File: src/rtl/jtkiwi_tile_draw_pkg.sv
// Shared definitions for the SETA tile-row renderer: pixel format,
// ROM word layout helpers and the drawer state encoding.
package jtkiwi_tile_draw_pkg;

  localparam int BPP      = 4;  // bits per pixel, one per plane
  localparam int WORD_PIX = 8;  // pixels carried by one 32-bit ROM word

  typedef enum logic [1:0] {
    ST_IDLE,
    ST_FETCH,
    ST_SHIFT
  } state_t;

  // Plane k lives in byte k; col selects the pixel column inside each byte.
  function automatic logic [BPP-1:0] pick_pen(input logic [31:0] w, input logic [2:0] col);
    return {w[{2'd3, col}], w[{2'd2, col}], w[{2'd1, col}], w[{2'd0, col}]};
  endfunction

endpackage

File: src/rtl/jtkiwi_tile_shift.sv
// 32-bit planar pixel shifter: presents one 4-bit pen per cycle, eight
// pens per loaded word, direction chosen by the horizontal flip.
module jtkiwi_tile_shift
  import jtkiwi_tile_draw_pkg::*;
(
  input  logic           clk,
  input  logic           rst_n,
  input  logic           load,
  input  logic           hflip,
  input  logic [31:0]    data,
  output logic [BPP-1:0] pen,
  output logic           empty,
  output logic           last
);

  logic [31:0] sreg;
  logic [3:0]  cnt;

  assign empty = (cnt == 4'(WORD_PIX));
  assign last  = (cnt == 4'(WORD_PIX - 1));
  // Flipped rows are read from the top bit of each plane byte downwards.
  assign pen   = pick_pen(sreg, hflip ? 3'd7 : 3'd0);

  // Load a fresh word or advance one pixel while pixels remain.
  always_ff @(posedge clk or negedge rst_n) begin
    if (!rst_n) begin
      sreg <= '0;
      cnt  <= 4'(WORD_PIX);
    end else if (load) begin
      sreg <= data;
      cnt  <= '0;
    end else if (!empty) begin
      sreg <= hflip ? (sreg << 1) : (sreg >> 1);
      cnt  <= cnt + 1'b1;
    end
  end

endmodule

File: src/rtl/jtkiwi_tile_draw.sv
// Tile-row renderer: latches a draw request, fetches one or two ROM words
// (the second one prefetched while the first is shifting) and writes
// palette-tagged pixels into the line buffer.
module jtkiwi_tile_draw
  import jtkiwi_tile_draw_pkg::*;
#(
  parameter int  CW     = 13,
  parameter int  PW     = 5,
  parameter int  AW     = 9,
  parameter int  TW     = 16,
  parameter int  TH     = 16,
  parameter int  TRANSP = 0,
  localparam int YW     = $clog2(TH),
  localparam int WB     = TW / 16,
  localparam int RW     = CW + YW + WB
) (
  input  logic              clk,
  input  logic              rst_n,
  input  logic              draw,
  output logic              busy,
  input  logic [CW-1:0]     code,
  input  logic              hflip,
  input  logic              vflip,
  input  logic [PW-1:0]     pal,
  input  logic [AW-1:0]     xpos,
  input  logic [YW-1:0]     ysub,
  output logic [RW-1:0]     rom_addr,
  output logic              rom_cs,
  input  logic              rom_ok,
  input  logic [31:0]       rom_data,
  output logic [AW-1:0]     buf_addr,
  output logic              buf_we,
  output logic [PW+BPP-1:0] buf_din
);

  localparam logic [1:0] NW = 2'(TW / 8);

  state_t          state, state_nx;
  logic [CW-1:0]   code_r;
  logic            hflip_r;
  logic [PW-1:0]   pal_r;
  logic [YW-1:0]   ysubf_r;
  logic            word;
  logic            fetched;
  logic [1:0]      nload;
  logic [31:0]     hold_data;
  logic            hold_vld;
  logic            pixel_vld;
  logic [BPP-1:0]  sh_pen;
  logic            sh_empty, sh_last, sh_load;
  logic [31:0]     sh_data;
  logic            accept_req, accept_word, row_done;

  assign busy        = (state != ST_IDLE) | pixel_vld;
  assign accept_req  = draw & ~busy;
  assign accept_word = rom_cs & rom_ok;
  // A word enters the shifter as soon as the current one is spent; a word
  // arriving on the last shift bypasses the hold register.
  assign sh_load     = (sh_empty | sh_last) & (hold_vld | accept_word);
  assign sh_data     = hold_vld ? hold_data : rom_data;
  assign row_done    = sh_last & ~sh_load & (nload == NW);

  jtkiwi_tile_shift u_shift (
    .clk   (clk),
    .rst_n (rst_n),
    .load  (sh_load),
    .hflip (hflip_r),
    .data  (sh_data),
    .pen   (sh_pen),
    .empty (sh_empty),
    .last  (sh_last)
  );

  // Word address {code, ysubf[YW-1:3], word, ysubf[2:0]}; word bit only for 16-pixel tiles.
  always_comb begin
    rom_addr = RW'(code_r) << (YW + WB);
    rom_addr = rom_addr | (RW'(ysubf_r >> 3) << (3 + WB));
    if (WB == 1) rom_addr = rom_addr | (RW'(word) << 3);
    rom_addr = rom_addr | RW'(ysubf_r[2:0]);
  end

  // State register.
  always_ff @(posedge clk or negedge rst_n) begin
    if (!rst_n) state <= ST_IDLE;
    else        state <= state_nx;
  end

  // Next state: wait for request, wait for first word, shift until the row ends.
  always_comb begin
    state_nx = state;
    case (state)
      ST_IDLE:  if (accept_req) state_nx = ST_FETCH;
      ST_FETCH: if (sh_load)    state_nx = ST_SHIFT;
      ST_SHIFT: if (row_done)   state_nx = ST_IDLE;
      default:                  state_nx = ST_IDLE;
    endcase
  end

  // Request latch and ROM request sequencing.
  always_ff @(posedge clk or negedge rst_n) begin
    if (!rst_n) begin
      code_r  <= '0;
      hflip_r <= 1'b0;
      pal_r   <= '0;
      ysubf_r <= '0;
      word    <= 1'b0;
      fetched <= 1'b0;
      rom_cs  <= 1'b0;
      nload   <= '0;
    end else if (accept_req) begin
      code_r  <= code;
      hflip_r <= hflip;
      pal_r   <= pal;
      // ROM rows are stored bottom-up, so an unflipped row index is inverted.
      ysubf_r <= vflip ? ysub : ~ysub;
      word    <= hflip;
      fetched <= 1'b0;
      rom_cs  <= 1'b1;
      nload   <= '0;
    end else begin
      if (accept_word) begin
        if (NW == 2'd1 || fetched) begin
          rom_cs <= 1'b0;
        end else begin
          word    <= ~word;
          fetched <= 1'b1;
        end
      end
      if (sh_load) nload <= nload + 1'b1;
    end
  end

  // Prefetched second word waits here until the shifter frees up.
  always_ff @(posedge clk or negedge rst_n) begin
    if (!rst_n) begin
      hold_data <= '0;
      hold_vld  <= 1'b0;
    end else if (accept_word && !sh_load) begin
      hold_data <= rom_data;
      hold_vld  <= 1'b1;
    end else if (sh_load && hold_vld) begin
      hold_vld  <= 1'b0;
    end
  end

  // Registered line-buffer write port; the address advances on every pixel, written or not.
  always_ff @(posedge clk or negedge rst_n) begin
    if (!rst_n) begin
      pixel_vld <= 1'b0;
      buf_we    <= 1'b0;
      buf_din   <= '0;
      buf_addr  <= '0;
    end else begin
      pixel_vld <= ~sh_empty;
      buf_we    <= ~sh_empty & ~((TRANSP != 0) && (sh_pen == '0));
      buf_din   <= {pal_r, sh_pen};
      if (accept_req)     buf_addr <= xpos;
      else if (pixel_vld) buf_addr <= buf_addr + 1'b1;
    end
  end

endmodule

File: config.mk
export PLATFORM = sky130hd
export DESIGN_NAME = jtkiwi_tile_draw
export DESIGN_NICKNAME = d
export VERILOG_FILES = /design/src/rtl/jtkiwi_tile_draw_pkg.sv /design/src/rtl/jtkiwi_tile_shift.sv /design/src/rtl/jtkiwi_tile_draw.sv
export SDC_FILE = /design/constraint.sdc
export NUM_CORES = 1
export LEC_CHECK = 0
export ABC_CLOCK_PERIOD_IN_PS = 2800
export CORE_MARGIN = 3
export CORE_UTILIZATION = 53
export CTS_CLUSTER_SIZE = 20
export DETAILED_ROUTE_END_ITERATION = 7
export HOLD_SLACK_MARGIN = 0.03
export PLACE_DENSITY = 0.83
export SLEW_MARGIN = 20
export SYNTH_ARGS = -nofsm -noshare
export SYNTH_HDL_FRONTEND = slang
export SYNTH_HIERARCHICAL = 1
export SYNTH_SLANG_ARGS = --single-unit
File: constraint.sdc
create_clock -name clk -period 2.8 [get_ports clk]
set_clock_uncertainty 0.2 [all_clocks]
set_input_delay 0.56 -clock clk [delete_from_list [all_inputs] [get_ports clk]]
set_output_delay 0.56 -clock clk [all_outputs]
set_load 0.05 [all_outputs]
; Word-level counts from Yosys, hierarchy flattened
; Index checks and enable logic that the tools add are counted.
[word_totals]
ff_bits = 118
inputBits = 69
output_inout_bits = 39
wordCells = 96
[op_classes]
n_addsub = 3
order_cmp = 4
n_eq_ne = 10
muxes = 34
bitwise = 16
reduce_logical = 13
[ops]
columns = op, count
row1 = 2-to-1 mux 32 bit, 4
row2 = 2-to-1 mux 9 bit, 2
row3 = bitwise OR 18 x 3 -> 18 bit, 1
row4 = bitwise OR 18 x 4 -> 18 bit, 1
row5 = bitwise OR 18 x 5 -> 18 bit, 1
row6 = 2-to-1 mux 1 bit, 14
row7 = binary-select mux 1 bit (select 3 bit), 4
row8 = "less-than comparator 5 x 6 -> 1 bit, second input constant", 2
row9 = 2-to-1 mux 4 bit, 3
row10 = nonzero test 2 bit, 6
row11 = 2-to-1 mux 2 bit, 5
row12 = "adder 9 x 1 -> 9 bit, second input constant", 1
row13 = "less-than comparator 3 x 6 -> 1 bit, second input constant", 1
row14 = "less-than comparator 4 x 6 -> 1 bit, second input constant", 1
row15 = "inequality test 2 bit, second input constant", 3
row16 = case mux 2 bit (3 select lines), 1
row17 = bitwise AND 1 bit, 5
row18 = "adder 4 x 1 -> 4 bit, second input constant", 1
row19 = "equality test 2 bit, second input constant", 2
row20 = "equality test 4 x 3 -> 1 bit, second input constant", 1
row21 = "equality test 4 bit, second input constant", 1
row22 = "inequality test 2 x 1 -> 1 bit, second input constant", 2
row23 = inverter 1 bit, 4
row24 = inverter 4 bit, 1
row25 = 9 further kinds, 13

; Logic depth before layout (Yosys ltp)
[logic_depth]
ltp_word = 8
ltp_mapped = 11
ltp_nobuf = 9

; By module
; The synthesis kept the hierarchy.
[by_module_without_submodules]
columns = module, instances, cells_per_inst, area_per_inst_um2, seq_area_each_um2
row1 = jtkiwi_tile_draw, 1, 300, 3656.0, 2052.0
row2 = jtkiwi_tile_shift, 1, 205, 2137.0, 902.1

; Worst setup path after synthesis
; Ideal clock, no wire load.
[synth_path]
kind = flip-flop to flip-flop
startpoint = register u_shift.cnt[0]
endpoint = register hold_data[10]
setup_ns = 0.125
arrival_ns = 1.845
t_required_ns = 2.475
slack_ns = 0.630
stages_incl_launch_ff = 10
path_buffers = 2
period_less_slack_ns = 2.170
path_cell_list = dfrtp_1 inv_1 ha_1 nand3b_2 inv_4 nor2_1 and3_1 clkbuf_2 buf_4 mux2_2
[synth_between]
elab_chain_cells = 5
word_cells_on_any_way = 6
classes_between = eq/ne (2) / bitwise (2) / reduce/logical (2)
[synth_rtl]
columns = element, line
row1 = start: declaration, jtkiwi_tile_shift.sv:17  ; logic [3:0] cnt;
row2 = start signal: assignment, jtkiwi_tile_shift.sv:28  ; cnt <= 4'(WORD_PIX);
row3 = start signal: assignment, jtkiwi_tile_shift.sv:34  ; cnt <= cnt + 1'b1;
row4 = equality test 4 bit, jtkiwi_tile_shift.sv:19  ; assign empty = (cnt == 4'(WORD_PIX));
row5 = net sh_empty, jtkiwi_tile_draw.sv:50  ; logic sh_empty, sh_last, sh_load;
row6 = bitwise OR 1 bit, jtkiwi_tile_draw.sv:59  ; assign sh_load = (sh_empty | sh_last) & (hold_vld | accept_word);
row7 = bitwise AND 1 bit, jtkiwi_tile_draw.sv:59
row8 = zero test 1 bit, jtkiwi_tile_draw.sv:138  ; end else if (accept_word && !sh_load) begin
row9 = logical AND 1 bit, jtkiwi_tile_draw.sv:138
row10 = end signal: assignment, jtkiwi_tile_draw.sv:139  ; hold_data <= rom_data;
row11 = end: declaration, jtkiwi_tile_draw.sv:46  ; logic [31:0] hold_data;
; The timed path passes the listed nets, and every way through them passes these cells.
; A chain may end at the register's enable or synchronous reset.

; Final worst setup path
[layout_path]
startpoint = register state[0]
endpoint = output busy
[layout_between]
elab_chain_cells = 2
[layout_rtl]
columns = element, line
row1 = start: declaration, jtkiwi_tile_draw.sv:38  ; state_t state, state_nx;
row2 = start signal: assignment, jtkiwi_tile_draw.sv:85  ; else state <= state_nx;
row3 = nonzero test 2 bit, jtkiwi_tile_draw.sv:54  ; assign busy = (state != ST_IDLE) | pixel_vld;
row4 = bitwise OR 1 bit, jtkiwi_tile_draw.sv:54
row5 = end: declaration, jtkiwi_tile_draw.sv:20  ; output logic busy,
; No other way between the ends.

==> run_results.csv <==
group,metric,value,unit
placement,port_buffers,107,
worst_setup_path,crit_path_end_kind,"output port",
cts,numCtsBuffers,17,
synth,synth-simple-area-share,11.6,%
finish,final_cell_mix,"dfrtp_1, nand2_1, clkdlybuf4s50_1",
synth,synth.distinct_cells,51,
detailed_routing,totalWireLength,12.3,mm
worst_setup_path,crit_chain,"or3_2 > dlygate4sd2_1",
worst_setup_path,path_buf_inv,1,
floorplan,coreArea,0.0105,sq mm
cts,cts_tree,"built",
timing,rsz0062_at_grt,"false",
synth,synth_nets,578,
power_and_ir_drop,power,9130,uW
detailed_routing,drc_errors,0,
placement,hpwl,8.39,mm
placement,gp_congestion,0.824,
timing,slew_violations,0,
global_route,grtUsageTotal,21.4,%
floorplan,pin_count,108,
detailed_routing,dr.pass1.iters,4,
timing,setup_viol,0,
synth,syn_avg_cell_area,11.5,sq um
floorplan,core.rowCount,37,
cts,post_cts_buffers,0,
timing,fin_crit,2.68,ns
synth,yosys.area_share.adder,0.864,%
power_and_ir_drop,ir_drop,0.000641,V
floorplan,die_w,111,microns
synth,synth_warnings,6,
cts,cts.htree.levels,4,
worst_setup_path,max_stage_delay,0.51,ns
synth,ys_top_cells_by_area,"dfrtp_1, mux2_2, nand2_1",
power_and_ir_drop,powerDensity,1210,mW/mm^2
detailed_routing,wl_per_cell,16.1,microns
global_route,antenna_found_initial,0,
placement,preCtsSetupSlack,0.195,ns
timing,clock.fmax,0.373,GHz
power_and_ir_drop,leakagePower,0.00344,uW
synth,yosysTopAreaCellShare,50.5,%
cts,clockBufferDepth,2,
cts,insertion_delay,0.51,ns
synth,synth_top_area_cell,"dfrtp_1",
timing,maxSlewHeadroom,59.2,%
finish,layout-drive-gt1-share,25.5,%
synth,synthMuxAreaShare,22.9,%
cts,clkTransAtPathRegs,0.06,ns
global_route,grt_pass1_wl,21.4,mm
global_route,gr-total-overflow,0,
worst_setup_path,cp_slowest_cell,"or3_2",
run,cap_violations,0,
floorplan,fp.dieArea,0.0122,sq mm
floorplan,start_util,55.4,%
worst_hold_path,hold_class,"reg2reg",
worst_setup_path,startpoint_type,"register",
finish,areaGrowthSynthToFinish,30.6,%
synth,ys_seq_area_share,51.0,%
finish,post-route-util,72.3,%
timing,worst_slack,0.119,ns
synth,synth-seq-cells,118,
worst_setup_path,critPathTopFamily,"simple AND/OR/NAND/NOR gates",
worst_setup_path,critical_path_class,"reg2out",
synth,synth_area,0.00579,sq mm
global_route,grt_max_degree,48,
timing,hold_viol,0,
detailed_routing,ant_nets,0,
synth,synthCells,505,
worst_setup_path,worstPathArrival,1.92,ns
cts,cts_root_buf,"clkbuf_8",
worst_setup_path,cp_max_fo,6,
timing,tightestPinTransition,0.612,ns
detailed_routing,via_count,4165,
detailed_routing,vias_per_cell,5.43,
synth,synth_top_family_by_area,"multiplexers",
synth,synth_compound_area_share,7.04,%
timing,fin_setup_tns,0,ns
finish,layout_commonest_cell,"dfrtp_1",
worst_setup_path,cp.required,2.04,ns
cts,cts.sinks,118,
timing,finalCritPeriodShare,95.8,%
run_status,status,"complete, no violations",
synth,synthXorXnorAreaFrac,1.66,%
floorplan,die_y,111,microns
global_route,first_global_vias,4342,
finish,antenna_cells,0,
detailed_routing,drt_iter0_drc,277,
finish,nets,691,
[worst reg2reg max path, cell delays in order (launching register included)]
cell and delay [ns]:
dfrtp_1 0.41, inv_1 0.12, ha_1 0.20, nand3b_2 0.22, inv_4 0.21, nor2_2 0.08
nor2_1 0.37, and4bb_1 0.26, buf_4 0.23, nand2_1 0.12, o21ai_1 0.07
[cells in the mapped netlist (all sizes together)]
| library cell | n |
|---|---|
| dfrtp | 117 |
| nand2 | 107 |
| mux2 | 94 |
| o21ai | 45 |
| buf | 28 |
| mux2i | 27 |
| nor2 | 9 |
| a21oi | 8 |
| xor2 | 8 |
| inv | 7 |
| nand3 | 5 |
| or3 | 5 |
| a211oi | 4 |
| ha | 4 |
| nor2b | 4 |
| clkbuf | 3 |
| nand3b | 3 |
| nand4 | 3 |
| xnor2 | 3 |
| a221o | 2 |
| nor3 | 2 |
| o211ai | 2 |
| or4 | 2 |
| a21o | 1 |
| a2bb2oi | 1 |
| a311oi | 1 |
| a31o | 1 |
| a31oi | 1 |
| and3 | 1 |
| and4bb | 1 |
| dfstp | 1 |
| nor3b | 1 |
| nor4b | 1 |
| o311ai | 1 |
| o31ai | 1 |
| or4b | 1 |
[metrics by stage]
| step | std cells | hold slack [ns] | instance area, sq um |
|---|---|---|---|
| floorplan | 505 | 0.0644 | 5790 |
| global placement | 734 | 0.159 | 6930 |
| detailed placement | 734 | 0.163 | 6930 |
| CTS | 767 | 0.176 | 7560 |
| global route | 767 | 0.195 | 7570 |
| finish | 767 | 0.174 | 7570 |
[flip-flops by register name, indices dropped and copies added, names as in the netlist]
name          cells
pixel_vld         1
buf_addr          9
buf_din           9
u_shift/cnt       4
hold_data        32
ysubf_r           4
pal_r             5
hflip_r           1
nload             2
fetched           1
word              1
state             2
code_r           13
hold_vld          1
rom_cs            1
u_shift/sreg     32
[path summary, 6_finish.rpt]
| path | start | end | slack, ns | depth (start not counted) |
|---|---|---|---|---|
| worst max-delay path | state[0] | busy | 0.12 | 2 |
| worst min register to register | pal_r[3] | buf_din[7] | 0.17 | 0 |
| worst min-delay path | pal_r[3] | buf_din[7] | 0.17 | 0 |
| max in group asynchronous | rst_n | hold_data[2] | 1.33 | 3 |
| worst max register to register | u_shift/cnt[0] | u_shift/sreg[19] | 0.19 | 10 |
| min in group asynchronous | rst_n | buf_addr[0] | 0.40 | 2 |
[logic make-up after synthesis]
family                     after synthesis
AOI/OAI and AO/OA                       68
xor gates and xnor gates                11
adders and majority gates                4
buffers and inverters                   38
DFF                                    118
muxes                                  121
and+or+nand+nor                        145
[repair_timing]
item / in CTS / in global routing
setup endpoints to repair: 1 / 12
pin swaps: 0 / 0
endpoints found under the hold margin: 43 / 0
resized for setup: 1 / 1
hold buffers: 1 / 0
[report_power, final]
group / switching [uW] / internal, uW
combinational: 2140 / 1690
sequential: 536 / 2510
clock: 785 / 1470
[routing by layer]
layer,vias up,track usage [%],share of wire (%)
li1,1994,-,-
met1,2043,27.5,45
met4,0,6.24,0.55
met2,121,35.9,50
met3,7,5.26,4.4
met5,-,0,0
[cell type report]
cell class,instances,area [sq um]
Sequential cell,118,2950
Fill cell,727,2900
Multi-Input combinational cell,349,2560
Timing Repair Buffer,125,1230
Clock buffer,18,428
Clock inverter,14,199
Tap cell,136,170
Inverter,7,28.8
No activity file was read; power rests on OpenSTA's default activity.
